### config.mk
export PLATFORM = sky130hd
export DESIGN_NAME = clusterv_sram_bank_xbar
export DESIGN_NICKNAME = d
export VERILOG_FILES = /design/src/rtl/clusterv_sram_bank_xbar.sv
export SDC_FILE = /design/constraint.sdc
export NUM_CORES = 1
export LEC_CHECK = 0
export CAP_MARGIN = 20
export CORE_AREA = 4 4 330 332
export CTS_CLUSTER_SIZE = 40
export DETAILED_ROUTE_END_ITERATION = 10
export DIE_AREA = 0 0 334 336
export PLACE_DENSITY = 0.46
export SYNTH_ARGS = -nofsm -noshare
export SYNTH_HDL_FRONTEND = slang
export SYNTH_SLANG_ARGS = --single-unit
### constraint.sdc
create_clock -name clock -period 8 [get_ports clock]
set_input_delay 1.2 -clock clock [delete_from_list [all_inputs] [get_ports clock]]
set_output_delay 1.2 -clock clock [all_outputs]
set_load 0.1 [all_outputs]
### src/rtl/clusterv_sram_bank_xbar.sv
// clusterv_sram_bank_xbar
// Multi-bank SRAM crossbar. Each bank has its own round-robin arbiter, so
// initiators that hit different banks are served in the same cycle. A grant
// drives the macro combinationally in cycle T. The ack/err and read data are
// returned in T+1. Addresses that decode to a bank index >= N_BANKS get an
// error response and never reach a macro.
module clusterv_sram_bank_xbar #(
    parameter int N_INITIATORS   = 5,
    parameter int N_BANKS        = 4,
    parameter int BANK_ADR_WIDTH = 9,
    parameter int ADR_WIDTH      = 32,
    parameter int DAT_WIDTH      = 32
) (
    input  logic                                 clock,
    input  logic                                 reset_n,
    input  logic [N_INITIATORS*ADR_WIDTH-1:0]    t_adr,
    input  logic [N_INITIATORS*DAT_WIDTH-1:0]    t_dat_w,
    output logic [N_INITIATORS*DAT_WIDTH-1:0]    t_dat_r,
    input  logic [N_INITIATORS-1:0]              t_cyc,
    input  logic [N_INITIATORS-1:0]              t_stb,
    input  logic [N_INITIATORS-1:0]              t_we,
    input  logic [N_INITIATORS*(DAT_WIDTH/8)-1:0] t_sel,
    output logic [N_INITIATORS-1:0]              t_ack,
    output logic [N_INITIATORS-1:0]              t_err,
    output logic [N_BANKS-1:0]                   sram_csb,
    output logic [N_BANKS-1:0]                   sram_web,
    output logic [N_BANKS*(DAT_WIDTH/8)-1:0]     sram_wmask,
    output logic [N_BANKS*BANK_ADR_WIDTH-1:0]    sram_addr,
    output logic [N_BANKS*DAT_WIDTH-1:0]         sram_dat_w,
    input  logic [N_BANKS*DAT_WIDTH-1:0]         sram_dat_r
);
    localparam int BSEL_W = (N_BANKS > 1) ? $clog2(N_BANKS) : 1;
    localparam int SEL_W  = DAT_WIDTH / 8;
    localparam int IDX_W  = (N_INITIATORS > 1) ? $clog2(N_INITIATORS) : 1;
    localparam logic [BSEL_W:0] NB = (BSEL_W+1)'(N_BANKS);

    // Per-initiator decode
    logic [BANK_ADR_WIDTH-1:0] w_word  [N_INITIATORS];
    logic [BSEL_W-1:0]         w_bank  [N_INITIATORS];
    logic [DAT_WIDTH-1:0]      w_dat   [N_INITIATORS];
    logic [SEL_W-1:0]          w_sel   [N_INITIATORS];
    logic [N_INITIATORS-1:0]   w_pop;
    logic [N_INITIATORS-1:0]   w_req;
    logic [N_INITIATORS-1:0]   w_err;
    logic [N_INITIATORS-1:0]   w_grant;

    // Per-bank arbitration results
    logic [N_BANKS-1:0]        w_gnt_vld;
    logic [IDX_W-1:0]          w_gnt_idx [N_BANKS];
    logic [DAT_WIDTH-1:0]      w_sram_rd [N_BANKS];

    // Response state
    logic [N_INITIATORS-1:0]   r_busy;
    logic [N_INITIATORS-1:0]   r_ack_p;
    logic [N_INITIATORS-1:0]   r_err_p;
    logic [N_INITIATORS-1:0]   r_rd_p;
    logic [BSEL_W-1:0]         r_bank  [N_INITIATORS];
    logic [DAT_WIDTH-1:0]      r_dat_r [N_INITIATORS];
    logic [DAT_WIDTH-1:0]      w_rdata [N_INITIATORS];

    // Upper address bits are decoded upstream; only the low window is used here.
    logic w_unused_adr;
    assign w_unused_adr = ^t_adr;

    genvar gi, gb;
    generate
        for (gi = 0; gi < N_INITIATORS; gi++) begin : g_init
            assign w_word[gi] = t_adr[gi*ADR_WIDTH+2 +: BANK_ADR_WIDTH];
            assign w_bank[gi] = t_adr[gi*ADR_WIDTH+BANK_ADR_WIDTH+2 +: BSEL_W];
            assign w_dat[gi]  = t_dat_w[gi*DAT_WIDTH +: DAT_WIDTH];
            assign w_sel[gi]  = t_sel[gi*SEL_W +: SEL_W];
            assign w_pop[gi]  = ({1'b0, w_bank[gi]} < NB);
            // Gating with reset_n makes an asserted reset drop csb immediately.
            assign w_req[gi]  = reset_n & t_cyc[gi] & t_stb[gi] & ~r_busy[gi];
            assign w_err[gi]  = w_req[gi] & ~w_pop[gi];
            assign t_ack[gi]  = r_ack_p[gi] & t_cyc[gi];
            assign t_err[gi]  = r_err_p[gi] & t_cyc[gi];
            assign t_dat_r[gi*DAT_WIDTH +: DAT_WIDTH] = w_rdata[gi];
        end

        for (gb = 0; gb < N_BANKS; gb++) begin : g_bank
            logic [IDX_W-1:0]          r_ptr;
            logic                      w_vld;
            logic [IDX_W-1:0]          w_idx;
            logic                      w_csb, w_web;
            logic [SEL_W-1:0]          w_wmask;
            logic [BANK_ADR_WIDTH-1:0] w_addr;
            logic [DAT_WIDTH-1:0]      w_wdat;

            // Round-robin pick: first requester for this bank at or after r_ptr
            always_comb begin
                w_vld = 1'b0;
                w_idx = '0;
                for (int k = 0; k < N_INITIATORS; k++) begin
                    int idx;
                    idx = (int'(r_ptr) + k) % N_INITIATORS;
                    if (!w_vld && w_req[idx] && w_pop[idx] &&
                        (w_bank[idx] == BSEL_W'(gb))) begin
                        w_vld = 1'b1;
                        w_idx = IDX_W'(idx);
                    end
                end
            end

            // Pointer advances past the winner; holds when the bank is idle
            always_ff @(posedge clock or negedge reset_n) begin
                if (!reset_n)
                    r_ptr <= '0;
                else if (w_vld)
                    r_ptr <= (w_idx == IDX_W'(N_INITIATORS-1)) ? '0 : w_idx + 1'b1;
            end

            // Macro drive for the granted initiator; idle banks are parked at zero
            always_comb begin
                w_csb   = 1'b1;
                w_web   = 1'b1;
                w_wmask = '0;
                w_addr  = '0;
                w_wdat  = '0;
                if (w_vld) begin
                    w_csb   = 1'b0;
                    w_web   = ~t_we[w_idx];
                    w_wmask = t_we[w_idx] ? w_sel[w_idx] : '0;
                    w_addr  = w_word[w_idx];
                    w_wdat  = w_dat[w_idx];
                end
            end

            assign w_gnt_vld[gb] = w_vld;
            assign w_gnt_idx[gb] = w_idx;
            assign w_sram_rd[gb] = sram_dat_r[gb*DAT_WIDTH +: DAT_WIDTH];
            assign sram_csb[gb]  = w_csb;
            assign sram_web[gb]  = w_web;
            assign sram_wmask[gb*SEL_W +: SEL_W]                   = w_wmask;
            assign sram_addr[gb*BANK_ADR_WIDTH +: BANK_ADR_WIDTH]  = w_addr;
            assign sram_dat_w[gb*DAT_WIDTH +: DAT_WIDTH]           = w_wdat;
        end
    endgenerate

    // Fold per-bank grants back to per-initiator grant flags
    always_comb begin
        w_grant = '0;
        for (int i = 0; i < N_INITIATORS; i++)
            for (int b = 0; b < N_BANKS; b++)
                if (w_gnt_vld[b] && (w_gnt_idx[b] == IDX_W'(i)))
                    w_grant[i] = 1'b1;
    end

    // Read data: macro output in the response cycle of a read, else held value
    always_comb begin
        for (int i = 0; i < N_INITIATORS; i++) begin
            w_rdata[i] = r_dat_r[i];
            if (r_rd_p[i])
                for (int b = 0; b < N_BANKS; b++)
                    if (r_bank[i] == BSEL_W'(b))
                        w_rdata[i] = w_sram_rd[b];
        end
    end

    // Response pipeline; busy blocks re-issue during the ack cycle
    always_ff @(posedge clock or negedge reset_n) begin
        if (!reset_n) begin
            r_busy  <= '0;
            r_ack_p <= '0;
            r_err_p <= '0;
            r_rd_p  <= '0;
            for (int i = 0; i < N_INITIATORS; i++) begin
                r_bank[i]  <= '0;
                r_dat_r[i] <= '0;
            end
        end else begin
            r_busy  <= w_grant | w_err;
            r_ack_p <= w_grant;
            r_err_p <= w_err;
            r_rd_p  <= w_grant & ~t_we;
            for (int i = 0; i < N_INITIATORS; i++) begin
                if (w_grant[i])
                    r_bank[i] <= w_bank[i];
                r_dat_r[i] <= w_rdata[i];
            end
        end
    end
endmodule

# Word-level counts from Yosys, hierarchy flattened
# Memory sizes are Yosys's and may differ from the RTL's.
# Cells that the tools add are included.
[classes] mux=317 n_lt_le_gt_ge=48 reduce_logical=106 eq_ne=46 bitwise=55 div=20 n_addsub=20
[ops] operator="32-bit two-way mux" count=37
[ops] operator="32-bit by 4-bit greater-or-equal comparator with 1-bit output (second input constant)" count=20
[ops] operator="32-bit by 5-bit < comparator with 1-bit output (second input constant)" count=20
[ops] operator="32-bit NOT" count=20
[ops] operator="32-bit by 4-bit remainder unit with 32-bit output (second input constant)" count=16
[ops] operator="32-bit binary-select mux with 3-bit select" count=4
[ops] operator="1-bit two-way mux" count=132
[ops] operator="4-bit by 4-bit remainder unit with 32-bit output (second input constant)" count=4
[ops] operator="2-bit binary-select mux with 3-bit select" count=20
[ops] operator="9-bit binary-select mux with 3-bit select" count=4
[ops] operator="9-bit two-way mux" count=12
[ops] operator="2-bit two-way mux" count=40
[ops] operator="1-bit logical AND" count=76
[ops] operator="1-bit binary-select mux with 3-bit select" count=24
[ops] operator="3-bit two-way mux" count=24
[ops] operator="4-bit two-way mux" count=16
[ops] operator="4-bit binary-select mux with 3-bit select" count=4
[ops] operator="2-bit equality test (second input constant)" count=20
[ops] operator="3-bit by 2-bit adder with 4-bit output (second input constant)" count=8
[ops] operator="3-bit by 2-bit equality test with 1-bit output (second input constant)" count=8
[ops] operator="1-bit AND" count=20
[ops] operator="2-bit by 1-bit equality test with 1-bit output (second input constant)" count=10
[ops] operator="2-bit logical NOT" count=10
[ops] operator="3-bit by 1-bit adder with 4-bit output (second input constant)" count=4
[ops] operator="12 further kinds" count=59
[word_totals] out_inout_bits=358 n_memories=20 wordCells=648 ff_bits=192 rom_bits=160 input_bits=485
[memory_table] memory="(no name shown)" depth=8 word_bits=1 rd=1 rd_ports_with_merged_regs=0 wr=0 line_no="97" source="if (!w_vld && w_req[idx] && w_pop[idx] &&"
[memory_table] memory="(no name shown)" depth=8 word_bits=1 rd=1 rd_ports_with_merged_regs=0 wr=0 line_no="97"
[memory_table] memory="(no name shown)" depth=8 word_bits=1 rd=1 rd_ports_with_merged_regs=0 wr=0 line_no="97"
[memory_table] memory="(no name shown)" depth=8 word_bits=1 rd=1 rd_ports_with_merged_regs=0 wr=0 line_no="97"
[memory_table] memory="(no name shown)" depth=8 word_bits=1 rd=1 rd_ports_with_merged_regs=0 wr=0 line_no="97"
[memory_table] memory="(no name shown)" depth=8 word_bits=1 rd=1 rd_ports_with_merged_regs=0 wr=0 line_no="97"
[memory_table] memory="14 more memories"

# Depth between registers and ports, before layout
[depth] depth_word=36 depth_mapped=28 ltp_nobuf=24

# Worst setup path after synthesis
# No wires, ideal clock.
[synth_timing] path_kind="register -> output" startpoint="reg g_bank[2].r_ptr[0]" endpoint="out sram_wmask[10]" stages_incl_launch_ff=25 setup_slack_ps=-1597 required_time_ps=6800 arrival_ps=8397 path_cell_list="dfrtp_1 buf_2 inv_1 ha_1 clkbuf_1 clkbuf_1 inv_1 ha_1 nor2_1 a21oi_2 xnor2_1 inv_1 ha_1 nor2b_1 o32ai_2 nor3_1 o211a_1 or3_4 mux2_4 a2bb2oi_2 a21oi_4 inv_2 mux2i_1 o2bb2ai_2 a2111oi_1"
[synth_via] elab_chain_len=34 word_cells_on_any_way=100
[synth_rtl] item="from (decl)" line_no="82" source="logic [IDX_W-1:0] r_ptr;"
[synth_rtl] item="from (signal assigned)" line_no="110" source="r_ptr <= (w_idx == IDX_W'(N_INITIATORS-1)) ? '0 : w_idx + 1'b1;"
[synth_rtl] item="parallel branches: the longest is 33 deep, another holds 32-bit by 4-bit remainder unit with 32-bit output"
[synth_rtl] item="4-bit two-way mux (*)" line_no="120" source="if (w_vld) begin"
[synth_rtl] item="to (decl)" line_no="27" source="output logic [N_BANKS*(DAT_WIDTH/8)-1:0] sram_wmask,"
# Mark *: on every way between the ends. The select of a mux whose other input is x is not followed.

# Worst setup path in the final report
[layout_timing] startpoint="reg g_bank[0].r_ptr[1]" endpoint="out sram_dat_w[20]"
[layout_via] elab_chain_len=33 word_cells_on_any_way=97
[layout_rtl] item="from (decl)" line_no="82"
[layout_rtl] item="from (signal assigned)" line_no="110"
[layout_rtl] item="parallel branches: the longest is 32 deep, another holds 32-bit by 4-bit remainder unit with 32-bit output"
[layout_rtl] item="32-bit two-way mux (*)" line_no="120"
[layout_rtl] item="to (decl)" line_no="29" source="output logic [N_BANKS*DAT_WIDTH-1:0] sram_dat_w,"
# Marks and branches as above.

==> run_results.csv <==
group,metric,value,unit
status,status,"complete, no violations",
route,drc,0,
sta,final.min_clock_period,7.699,ns
floorplan,start_util,23.47,%
synthesis,synthArstFlopShare,100.0,%
place,dp_slack,0.6527,ns
global_routing,track_usage,22.68,%
synthesis,postSynthCellCount,2599,
place,dp_hpwl,98.84,mm
global_routing,grt_pass1_wl,189.6,mm
cts,htree_levels,4,
global_routing,first_global_vias,25295,
synthesis,synth_cell_type_count,108,
global_routing,use_met1,27.53,%
sta,max_freq,129.9,MHz
critical_path,startpoint,"g_bank[0].r_ptr[1]",
route,firstDrtPassIters,5,
layout,final_cell_mix,"clkdlybuf4s50_1, mux2i_1, nand2_1, a21oi_1, dfrtp_1",
global_routing,grt-busiest-layer,"met2",
cts,clockBufferDepth,2,
cts,clkSlewWorstSetupHoldPaths,0.08,ns
synthesis,ys_warn_count,0,
flow_run,max_cap_violations,0,
synthesis,synth_flop_cell,"dfrtp_1",
floorplan,coreArea,106300,um^2
global_routing,antenna_found_initial,39,
layout,drive_gt1_share,25.03,%
place,place.gp.congestion,0.8787,
route,vias,25403,
critical_path,worstPathRequired,6.80,ns
critical_path,crit_fanout,23,
sta,timing.final.ws_setup,0.3008,ns
synthesis,yosysTopAreaCell,"dfrtp_1",
route,viasPerCell,5.462,
synthesis,yosysSeqAreaShare,19.26,%
cts,cts-hold-fix-buffers,0,
layout,final_common_cell,"clkdlybuf4s50_1",
route,final_antenna_net_count,0,
critical_path,endpoint_kind,"output pin",
synthesis,synth-edff-count,0,
layout,area_growth,44.60,%
layout,fin_cells,4651,
critical_path,r2r_start,"g_bank[0].r_ptr[1]",
critical_path,cp_slowest_stage_delay,0.85,ns
sta,hold_viol,0,
global_routing,grt_overflow_total,0,
sta,setup_viol,0,
global_routing,grt_max_degree,77,
sta,drv_slew,0,
synthesis,synth.area.top_cells,"dfrtp_1, mux4_2, mux2i_1",
floorplan,ioPinCount,843,
place,dp.cells,4596,
hold_path,hp-start,"r_bank[7]",
cts,cts.sinks,192,
cts,cts_buffers,17,
hold_path,hp-class,"reg -> reg",
synthesis,syn_area,24950,um^2
sta,relSlewSlack,24.52,%
place,portBuffers,732,
sta,post-route-period-util,96.24,%
route,drt_iter0_drc,1758,
floorplan,die_w,334,um
route,wl_per_cell,28.65,um
cts,cts-root-buf,"clkbuf_16",
synthesis,avgSynthCellArea,9.600,um^2
sta,worst-slew-pin-transition,1.129,ns
cts,clk_latency,0.48,ns
cts,cts_tree,"built",
floorplan,dieHeight,336,um
floorplan,rows,120,
critical_path,arrival,6.50,ns
global_routing,use_met2,39.00,%
synthesis,synth_top_area_share,19.26,%
critical_path,start_kind,"register",
critical_path,cp_slowest_cell,"a222oi_1",
sta,rsz0062_at_grt,"false",
synthesis,synth-seq-cells,192,
critical_path,cp_cell_sequence,"inv_1 -> ha_1 -> o31ai_1 -> xnor2_1 -> ha_1 -> mux2i_1 -> a222oi_1 -> a22oi_1 -> o22ai_1 -> nor3b_2 -> o21ai_1 -> a32oi_4 -> clkbuf_16 -> buf_4 -> mux2i_1 -> nand2_1 -> a32o_1 -> buf_4",
global_routing,use_met3,7.054,%
layout,finalNetCount,3793,
layout,n_fill_cell,10852,
floorplan,dieArea,112200,um^2
critical_path,path_class,"reg -> out",
route,routed_wl,133.3,mm
sta,finClkSkew,0.01898,ns
## cell families after synthesis
kind of cell	share of synthesized area (%)
muxes	36.87
adders and majority gates	4.724
AOI/OAI and AO/OA	20.29
other	0.01503
DFF	19.26
and+or+nand+nor	11.60
buffers and inverters	5.867
xor gates and xnor gates	1.369
## metal layers
layer,wire [um],share of wire (%),vias to the layer above
met1,53030,40,12889
met5,83,0.062,-
li1,-,-,11273
met3,12320,9.2,159
met2,64660,49,1066
met4,3163,2.4,16
## area by class of cell
| class | count | area (um^2) | area share [%] |
|---|---|---|---|
| Inverter | 88 | 330.3 | 0.9156 |
| Timing Repair Buffer | 832 | 9492 | 26.31 |
| Tap cell | 1403 | 1755 | 4.866 |
| Clock buffer | 19 | 442.9 | 1.228 |
| Clock inverter | 13 | 197.7 | 0.5479 |
| Sequential cell | 192 | 4823 | 13.37 |
| Antenna cell | 20 | 50.05 | 0.1387 |
| Multi-Input combinational cell | 2084 | 18990 | 52.63 |
## cell usage after synthesis, types with 15 or more instances
cell type  count
a211oi_1      20
a21oi_1      215
a221oi_2      41
a22o_1        31
a32o_1        99
and2_1        21
buf_1         47
buf_2         36
buf_4         37
clkbuf_1     112
dfrtp_1      192
ha_1          91
inv_1         74
mux2_2       171
mux2i_1      336
mux4_2       169
nand2_1      332
nand2b_1      28
nand3_1       24
nor2_1        81
nor2b_1       15
nor3_1        19
o21ai_0       36
o21ai_1       18
o22ai_1       15
xnor2_1       32
## path summary, 6_finish.rpt
kind	slack, ns	endpoint	cells past startpoint
worst max-delay path	0.30	sram_dat_w[20]	18
worst min-delay path	0.50	r_bank[7]	1
worst max register to register	1.05	r_bank[3]	18
worst min register to register	0.50	r_bank[7]	1
max in group asynchronous	4.76	r_dat_r[126]	4
min in group asynchronous	0.67	r_ack_p[4]	1
## sequential cells by signal (all words and copies together), names as in the netlist
| register | count |
|---|---|
| g_bank.r_ptr | 12 |
| r_ack_p | 5 |
| r_bank | 10 |
| r_dat_r | 160 |
| r_rd_p | 5 |
## stage by stage
stage / utilization [%] / hold WS, ns / TNS, ns / cell area (um^2)
floorplan: - / 0.7519 / -0.2636 / 25110
global placement: 33.22 / 0.4776 / 0 / 35320
detailed placement: 33.22 / 0.4835 / 0 / 35320
CTS: 33.82 / 0.4991 / 0 / 35960
global route: 33.92 / 0.5100 / 0 / 36050
finish: 33.94 / 0.4960 / 0 / 36080
## what timing repair did
item | CTS | global route
endpoints found under the setup margin | 0 | 92
resized for setup | 0 | 9
buffers inserted | 0 | 2
## critical path, delay by kind of cell (launching register included)
kind / cells / cell delay (ns)
AO/OA/AOI/OAI: 7 / 2.51
XOR/XNOR: 1 / 0.19
adder cells (fa/ha/maj): 2 / 0.76
buffers and inverters: 4 / 1.02
flip-flops: 1 / 0.56
multiplexers: 2 / 0.31
AND/OR/NAND/NOR: 2 / 0.61
Power is not shown: default switching activity piles up to over one toggle a cycle in this logic, so the estimate is an artifact.
